[src/rtl/split_eval_pkg.sv]
// Shared types and sizing helpers for the split_eval_sequencer block.
package split_eval_pkg;

  typedef enum logic [1:0] {
    ST_LOAD = 2'd0,
    ST_EVAL = 2'd1,
    ST_RESP = 2'd2
  } state_e;

  // Wait counter width; EVAL_LAT is legal 0..15.
  localparam int LAT_W = 4;

  function automatic int num_chunks(input int vec_w, input int chunk_w);
    return (vec_w + chunk_w - 1) / chunk_w;
  endfunction

  function automatic int idx_width(input int n);
    return (n > 1) ? $clog2(n) : 1;
  endfunction

endpackage

[src/rtl/split_chunk_assembler.sv]
// Chunk index counter, chunk write / zero-fill into the assembled vector and
// in_last framing check for split_eval_sequencer.
module split_chunk_assembler
  import split_eval_pkg::*;
#(
  parameter int VEC_W   = 516,
  parameter int CHUNK_W = 32
) (
  input  logic               clk,
  input  logic               rst_n,
  input  logic               wr_en,
  input  logic [CHUNK_W-1:0] in_data,
  input  logic               in_last,
  input  logic               err_clr,
  output logic [VEC_W-1:0]   vec_o,
  output logic               done_o,
  output logic               err_o
);

  localparam int NUM_CHUNKS = num_chunks(VEC_W, CHUNK_W);
  localparam int IDX_W      = idx_width(NUM_CHUNKS);
  localparam int PAD_W      = NUM_CHUNKS * CHUNK_W;
  localparam logic [IDX_W-1:0] LAST_IDX = IDX_W'(NUM_CHUNKS - 1);

  logic [IDX_W-1:0] idx_q, idx_d;
  logic [VEC_W-1:0] vec_q, vec_d;
  logic             err_q, err_d;
  logic [PAD_W-1:0] vec_pad;
  logic             is_final;

  // NOTE: every variable gets a default at the top of always_comb so no path leaves it unassigned (no latch).
  always_comb begin
    is_final = (idx_q == LAST_IDX);
    done_o   = wr_en & (is_final | in_last);
    idx_d    = idx_q;
    err_d    = err_q;
    vec_pad  = PAD_W'(vec_q);

    if (wr_en) idx_d = (is_final | in_last) ? '0 : idx_q + IDX_W'(1);

    if (err_clr) err_d = 1'b0;
    // Framing error: in_last early, or missing on the final chunk.
    if (wr_en & (in_last ^ is_final)) err_d = 1'b1;

    // The padded copy lets the final chunk be written whole; bits above VEC_W are dropped below.
    if (wr_en) begin
      for (int j = 0; j < NUM_CHUNKS; j++) begin
        if (IDX_W'(j) == idx_q)
          vec_pad[j*CHUNK_W +: CHUNK_W] = in_data;
        else if (in_last && (IDX_W'(j) > idx_q))
          vec_pad[j*CHUNK_W +: CHUNK_W] = '0;
      end
    end
    vec_d = vec_pad[VEC_W-1:0];
  end

  // NOTE: vec_q is a wide register bank, not a RAM, so it takes the async reset; a true memory array would not.
  // NOTE: sequential state uses non-blocking assignments only, so all flops update from pre-edge values.
  always_ff @(posedge clk or negedge rst_n) begin
    if (!rst_n) begin
      idx_q <= '0;
      vec_q <= '0;
      err_q <= 1'b0;
    end else begin
      idx_q <= idx_d;
      vec_q <= vec_d;
      err_q <= err_d;
    end
  end

  assign vec_o = vec_q;
  assign err_o = err_q;

endmodule

[src/rtl/split_eval_sequencer.sv]
// Assembles a packed assignment from a chunk stream, runs one evaluation window
// and returns sat/err over valid/ready. Optional counters: SPLIT_EVAL_STATS_EN.
module split_eval_sequencer
  import split_eval_pkg::*;
#(
  parameter int VEC_W    = 516,
  parameter int CHUNK_W  = 32,
  parameter int EVAL_LAT = 1,
  parameter int CNT_W    = 32
) (
  input  logic               clk,
  input  logic               rst_n,
  input  logic               in_valid,
  output logic               in_ready,
  input  logic [CHUNK_W-1:0] in_data,
  input  logic               in_last,
  output logic [VEC_W-1:0]   vec_o,
  output logic               eval_start,
  input  logic               sat_i,
  output logic               res_valid,
  input  logic               res_ready,
  output logic               res_sat,
  output logic               res_err,
  input  logic               stats_clr,
  output logic [CNT_W-1:0]   cnt_total,
  output logic [CNT_W-1:0]   cnt_sat
);

  state_e           state_q, state_d;
  logic [LAT_W-1:0] lat_q, lat_d;
  logic             in_ready_q, in_ready_d;
  logic             eval_start_q, eval_start_d;
  logic             res_valid_q, res_valid_d;
  logic             res_sat_q, res_sat_d;
  logic             accept, done, res_hs;

  assign accept = in_valid & in_ready_q;
  assign res_hs = res_valid_q & res_ready;

  split_chunk_assembler #(
    .VEC_W   (VEC_W),
    .CHUNK_W (CHUNK_W)
  ) u_asm (
    .clk     (clk),
    .rst_n   (rst_n),
    .wr_en   (accept),
    .in_data (in_data),
    .in_last (in_last),
    .err_clr (res_hs),
    .vec_o   (vec_o),
    .done_o  (done),
    .err_o   (res_err)
  );

  always_comb begin
    state_d      = state_q;
    lat_d        = lat_q;
    in_ready_d   = in_ready_q;
    eval_start_d = 1'b0;
    res_valid_d  = res_valid_q;
    res_sat_d    = res_sat_q;
    unique case (state_q)
      ST_LOAD: if (done) begin
        state_d      = ST_EVAL;
        lat_d        = LAT_W'(EVAL_LAT);
        eval_start_d = 1'b1;
        in_ready_d   = 1'b0;
      end
      // With EVAL_LAT=0 sat_i is sampled in the same cycle eval_start is high.
      ST_EVAL: if (lat_q == '0) begin
        state_d     = ST_RESP;
        res_sat_d   = sat_i;
        res_valid_d = 1'b1;
      end else begin
        lat_d = lat_q - LAT_W'(1);
      end
      ST_RESP: if (res_ready) begin
        state_d     = ST_LOAD;
        res_valid_d = 1'b0;
        res_sat_d   = 1'b0;
        in_ready_d  = 1'b1;
      end
      default: begin
        state_d     = ST_LOAD;
        in_ready_d  = 1'b1;
        res_valid_d = 1'b0;
      end
    endcase
  end

  always_ff @(posedge clk or negedge rst_n) begin
    if (!rst_n) begin
      state_q      <= ST_LOAD;
      lat_q        <= '0;
      in_ready_q   <= 1'b1;
      eval_start_q <= 1'b0;
      res_valid_q  <= 1'b0;
      res_sat_q    <= 1'b0;
    end else begin
      state_q      <= state_d;
      lat_q        <= lat_d;
      in_ready_q   <= in_ready_d;
      eval_start_q <= eval_start_d;
      res_valid_q  <= res_valid_d;
      res_sat_q    <= res_sat_d;
    end
  end

  assign in_ready   = in_ready_q;
  assign eval_start = eval_start_q;
  assign res_valid  = res_valid_q;
  assign res_sat    = res_sat_q;

`ifdef SPLIT_EVAL_STATS_EN
  logic [CNT_W-1:0] cnt_total_q, cnt_total_d;
  logic [CNT_W-1:0] cnt_sat_q, cnt_sat_d;

  // Saturating counters; a clear beats a same-cycle increment.
  always_comb begin
    cnt_total_d = cnt_total_q;
    cnt_sat_d   = cnt_sat_q;
    if (stats_clr) begin
      cnt_total_d = '0;
      cnt_sat_d   = '0;
    end else if (res_hs) begin
      if (cnt_total_q != '1) cnt_total_d = cnt_total_q + CNT_W'(1);
      if (res_sat_q && (cnt_sat_q != '1)) cnt_sat_d = cnt_sat_q + CNT_W'(1);
    end
  end

  always_ff @(posedge clk or negedge rst_n) begin
    if (!rst_n) begin
      cnt_total_q <= '0;
      cnt_sat_q   <= '0;
    end else begin
      cnt_total_q <= cnt_total_d;
      cnt_sat_q   <= cnt_sat_d;
    end
  end

  assign cnt_total = cnt_total_q;
  assign cnt_sat   = cnt_sat_q;
`else
  logic unused_stats_clr;
  assign unused_stats_clr = stats_clr;
  assign cnt_total        = '0;
  assign cnt_sat          = '0;
`endif

endmodule
[config.mk]
export PLATFORM = sky130hd
export DESIGN_NAME = split_eval_sequencer
export DESIGN_NICKNAME = d
export VERILOG_FILES = /design/src/rtl/split_eval_pkg.sv /design/src/rtl/split_chunk_assembler.sv /design/src/rtl/split_eval_sequencer.sv
export SDC_FILE = /design/constraint.sdc
export NUM_CORES = 1
export LEC_CHECK = 0
export ABC_AREA = 1
export BUFFER_PORTS_ARGS = -buffer_cell sky130_fd_sc_hd__buf_2
export CORE_MARGIN = 3
export CORE_UTILIZATION = 28
export DETAILED_ROUTE_END_ITERATION = 10
export PLACE_DENSITY_LB_ADDON = 0.1
export SLEW_MARGIN = 20
export SYNTH_ARGS = -nofsm -noshare
export SYNTH_HDL_FRONTEND = slang
export SYNTH_SLANG_ARGS = --single-unit
[constraint.sdc]
create_clock -name clk -period 3 [get_ports clk]
set_input_delay 0.3 -clock clk [delete_from_list [all_inputs] [get_ports clk]]
set_output_delay 0.3 -clock clk [all_outputs]
set_load 0.005 [all_outputs]
==> results by stage <==
Routing:
- The detailed-routing iteration count for the pre-antenna-repair pass is 5.
- After the first detailed-routing iteration, the DRC count stood at 1105.
- The mean number of vias per cell is 4.68.
- Once detail routing completed, the nets flagged for antenna violations numbered 0.
- In the routed design, unresolved DRC markers number 0.
- Across all layers, the routed design uses 18000 vias.
- The routed design has 90100 µm of wire.
- Dividing the detail-routed wire length by the instance count gives 23.5 µm.

Worst setup path:
- The buffering stage count on the worst path with inverters included is 2.
- Data arrives at the worst endpoint at 3180 ps.
- Among all stages on the critical path, the largest delay is contributed by sky130_fd_sc_hd__nand2_2.
- The worst setup path is captured at a flop.
- On the critical path the largest part of the delay comes from simple AND/OR/NAND/NOR gates.
- Traced cell by cell, the critical path runs through nand2_1 -> inv_4 -> buf_4 -> nand2_2 -> nand2_1 -> nand2_1.
- The worst register-to-register path has a setup slack of 310 ps.
- The source of the worst register-to-register timing path is in_ready.
- The top fanout value on the critical path is 47.
- The endpoint identified for the worst register-to-register timing path is u_asm.vec_o[460].
- Counting cells, the worst reg-to-reg path comes to 6.
- The startpoint kind of the worst setup timing path is a flop.
- The critical path data required time is 3490 ps.
- The largest single stage delay on the critical path is 660 ps.
- Among the stages of the critical path, the cell type that occurs most often is sky130_fd_sc_hd__nand2_1.
- The setup path with the least slack is of type reg -> reg.

Timing:
- The slew at the pin closest to its max-slew limit is 997 ps.
- The worst clock skew is 13.4 ps.
- The clock period could shrink to 2690 ps.
- Setup repair after global routing left no endpoint under its margin.
- The summed negative setup slack over all endpoints is 0 ps.
- Based on the critical path, the design can be clocked at up to 0.372 GHz.
- Setup violations remaining at the end of the flow were counted as 0.
- In the finished design, the share of the clock period the worst path needs comes to 89.6%.
- Headroom to the max-slew limit came out at 33.6%.
- On the final layout, the worst hold slack is 74.3 ps.
- The total count of max-transition violations in the final report is 0.
- Across all setup checks in the final design, the least slack found is 312 ps.
- The number of endpoints with negative hold slack in the final report came to 0.

Logic synthesis:
- In this run, distinct cell masters in the synthesized netlist total 31.
- The mean area per synthesized cell is 9.24 µm².
- Ranked by total cell area, the synthesized netlist is headed by sky130_fd_sc_hd__dfrtp_1 (62%), sky130_fd_sc_hd__nand2_1 (13%), sky130_fd_sc_hd__nand3_1 (8.6%), sky130_fd_sc_hd__o21ai_0 (3.9%), sky130_fd_sc_hd__buf_4 (2.6%).
- The number of warnings issued by yosys is 0.
- The synthesized netlist cell count is 2319.
- The top cell type by area accounts for 62.0% of the synthesized area.
- After synthesis the cells add up to 21400 µm².
- The number of synthesized register bits is 532.
- The biggest area contributor in the post-synthesis netlist is sky130_fd_sc_hd__dfrtp_1.
- Of the synthesized area, sequential elements account for 62.1%.

Clock network:
- The root buffer selected by CTS is sky130_fd_sc_hd__clkbuf_16.
- The clock passes through at most 3 buffers.
- TritonCTS created 60 clock buffers.
- The clock tree from TritonCTS is done.
- Clock latency on the worst-skew pair, taken at its later pin, is 610 ps.
- The CTS sink count is 532.
- The number of H-tree branching levels is 2.
- Once the clock tree was built, the resizer swapped 0 gates to a different size.
- After clock tree synthesis, the clock-pin slew on the worst setup and hold paths is 60 ps.

Finish:
- The number of non-filler instances in the completed layout is 3841.
- Relative to the synthesized area, the layout overhead comes to 26.5%.
- The multi-input combinational cells in the finished layout cover a total of 6700 µm².
- The number of nets in the final layout is 2867.
- The final-layout fill cell count is 7756.
- Registers take 13300 µm².
- At the end of the flow the core is filled with cells to 36.1%.
- The post-layout instance area is 27100 µm².
- Of the cells placed in the final design, the portion with a size suffix greater than 1 is 26.3%.

Power and ir drop:
- The peak ir drop on the vdd network is 0.468 mV.
- The power density normalized to cell area is 848 nW/µm².
- The completed layout was analyzed and its total power is 23.0 mW.
- The leakage dissipation is 15.3 nW.

Placement:
- The weighted congestion reported at the end of routability-driven placement is 0.819.
- Port buffering added 558 buffers.
- The worst setup timing slack at the placement stage is 303 ps.
- The estimated wirelength of the detail-placed design is 61800 µm.
- The total placed instance area is 25100 µm².
- The number of cells in the design after placement is 3726.

Global routing:
- The global-route total usage across every layer is 21.9%.
- Entering global routing, the biggest net connects 94 pins.
- Summed over all layers, the global routing overflow is 0.
- The number of antenna violations at the first check in global routing is 3.
- The first global-routing pass estimated 129000 µm of wire.
- The number of global-route vias before repair was 17800.

Hold path:
- The path with the worst hold slack has its endpoint at u_asm.vec_o[283].
- The start point of the worst min-delay path is in_data[27].
- The worst hold path was traced through 3 stages.
- The path type of the worst min-delay path is in -> reg.

Floorplanning:
- The die covers 79900 µm².
- The number of placement rows is 100.
- The placeable core area is 75100 µm².
- The effective utilization at floorplan is 28.5%.
- The boundary pin count is 624.
- The x dimension of the die is 283 µm.
- The floorplan step set the die height to 283 µm.

Status:
- The flow ran to the end, and the final reports show no timing, DRC or antenna violations.

Run:
- The tool flagged a number of max-cap violations equal to 0.
-- synthesized netlist by cell type --
master / count
sky130_fd_sc_hd__buf_4: 74
sky130_fd_sc_hd__o21ai_1: 97
sky130_fd_sc_hd__clkbuf_1: 50
sky130_fd_sc_hd__ha_1: 6
sky130_fd_sc_hd__nor3_2: 3
sky130_fd_sc_hd__nand4_2: 2
sky130_fd_sc_hd__o22ai_1: 3
sky130_fd_sc_hd__dfrtp_1: 531
sky130_fd_sc_hd__conb_1: 1
sky130_fd_sc_hd__buf_2: 97
sky130_fd_sc_hd__inv_2: 12
sky130_fd_sc_hd__o21ai_2: 2
sky130_fd_sc_hd__nor2_8: 1
sky130_fd_sc_hd__buf_6: 1
sky130_fd_sc_hd__a21oi_1: 7
sky130_fd_sc_hd__nand4_1: 1
sky130_fd_sc_hd__buf_1: 9
sky130_fd_sc_hd__dfstp_2: 1
sky130_fd_sc_hd__nand2_1: 729
sky130_fd_sc_hd__inv_1: 112
sky130_fd_sc_hd__clkbuf_2: 1
sky130_fd_sc_hd__nor2_4: 2
sky130_fd_sc_hd__nor3_1: 2
sky130_fd_sc_hd__nand3_2: 2
sky130_fd_sc_hd__nand3_1: 370
sky130_fd_sc_hd__nand2_2: 6
sky130_fd_sc_hd__nor2_2: 7
sky130_fd_sc_hd__a22o_1: 1
sky130_fd_sc_hd__nor2_1: 22
sky130_fd_sc_hd__nand2_4: 1
sky130_fd_sc_hd__o21ai_0: 166
-- cells by family after synthesis --
logic type,count (synthesis),synth area share [%]
simple gates,1148,22.9
flops,532,62.1
buf+inv,356,8.14
compound gates,276,6.52
fa+ha+maj,6,0.350
other cells,1,0.0175
-- layout make-up --
| class | instances | area share, % |
|---|---|---|
| Sequential cell | 532 | 49.1 |
| Multi-Input combinational cell | 1494 | 24.7 |
| Tap cell | 969 | 4.47 |
| Timing Repair Buffer | 610 | 12.6 |
| Inverter | 124 | 1.73 |
| Clock buffer | 95 | 6.88 |
| Antenna cell | 1 | 0.00923 |
| Clock inverter | 16 | 0.517 |
-- registers in the layout (all words and copies together), names as in the netlist --
signal       flops
state_q          2
eval_start       1
u_asm.idx_q      5
res_sat          1
lat_q            4
in_ready         1
u_asm.err_o      1
u_asm.vec_o    516
res_valid        1
-- routing by layer --
metal / GRT usage, % / wire length [µm] / vias to the layer above / part of all wire, %
li1: - / - / 8353 / -
met1: 28.7 / 38200 / 8926 / 42
met2: 36.1 / 42900 / 607 / 48
met3: 6.26 / 7020 / 103 / 7.8
met4: 5.20 / 2010 / 0 / 2.2
met5: 0 / 0 / - / 0
-- layout by cell type, fill, tap and decap left out, drive strengths merged --
| cell type | instances |
|---|---|
| conb | 64 |
| ha | 6 |
| nand3 | 372 |
| dfrtp | 531 |
| clkinvlp | 1 |
| buf | 607 |
| dlygate4sd3 | 3 |
| bufinv | 2 |
| nand4 | 3 |
| nor2 | 32 |
| nand2 | 736 |
| clkinv | 14 |
| diode | 1 |
| o21ai | 265 |
| dfstp | 1 |
| a22o | 1 |
| a21oi | 7 |
| inv | 123 |
| o22ai | 3 |
| clkbuf | 95 |
| nor3 | 5 |
-- report_power, final --
group          internal [mW]  total [mW]  switching [mW]  leakage, nW
combinational           2.06        5.83            3.77         6.99
sequential              8.77        9.71           0.939         7.29
clock                   4.40        7.44            3.04        0.998
-- worst reg2reg max path: cells and delay by family (launching register included) --
kind          cells  cell delay, ps
simple gates      4            1250
buf+inv           2             780
flops             1             540
-- how the worst max path moves through the flow --
stage | slack (ps) | end | start | depth (start not counted)
2_1_floorplan | 1330 | lat_q[1] | u_asm.idx_q[1] | 8
6_report | 310 | u_asm.vec_o[460] | in_ready | 6
4_1_cts | 290 | u_asm.vec_o[460] | in_ready | 6
3_3_place_gp | 350 | u_asm.vec_o[477] | in_ready | 6
5_1_grt | 150 | u_asm.vec_o[139] | u_asm.idx_q[1] | 9
3_5_place_dp | 300 | u_asm.vec_o[464] | in_ready | 6
-- timing repair --
item                                    in CTS  in global routing
endpoints found under the setup margin       0                  0
hold buffers                                 3                  0
buffers inserted                             0                  0
hold endpoints to repair                    54                  0
No activity file was read; power rests on OpenSTA's default activity.
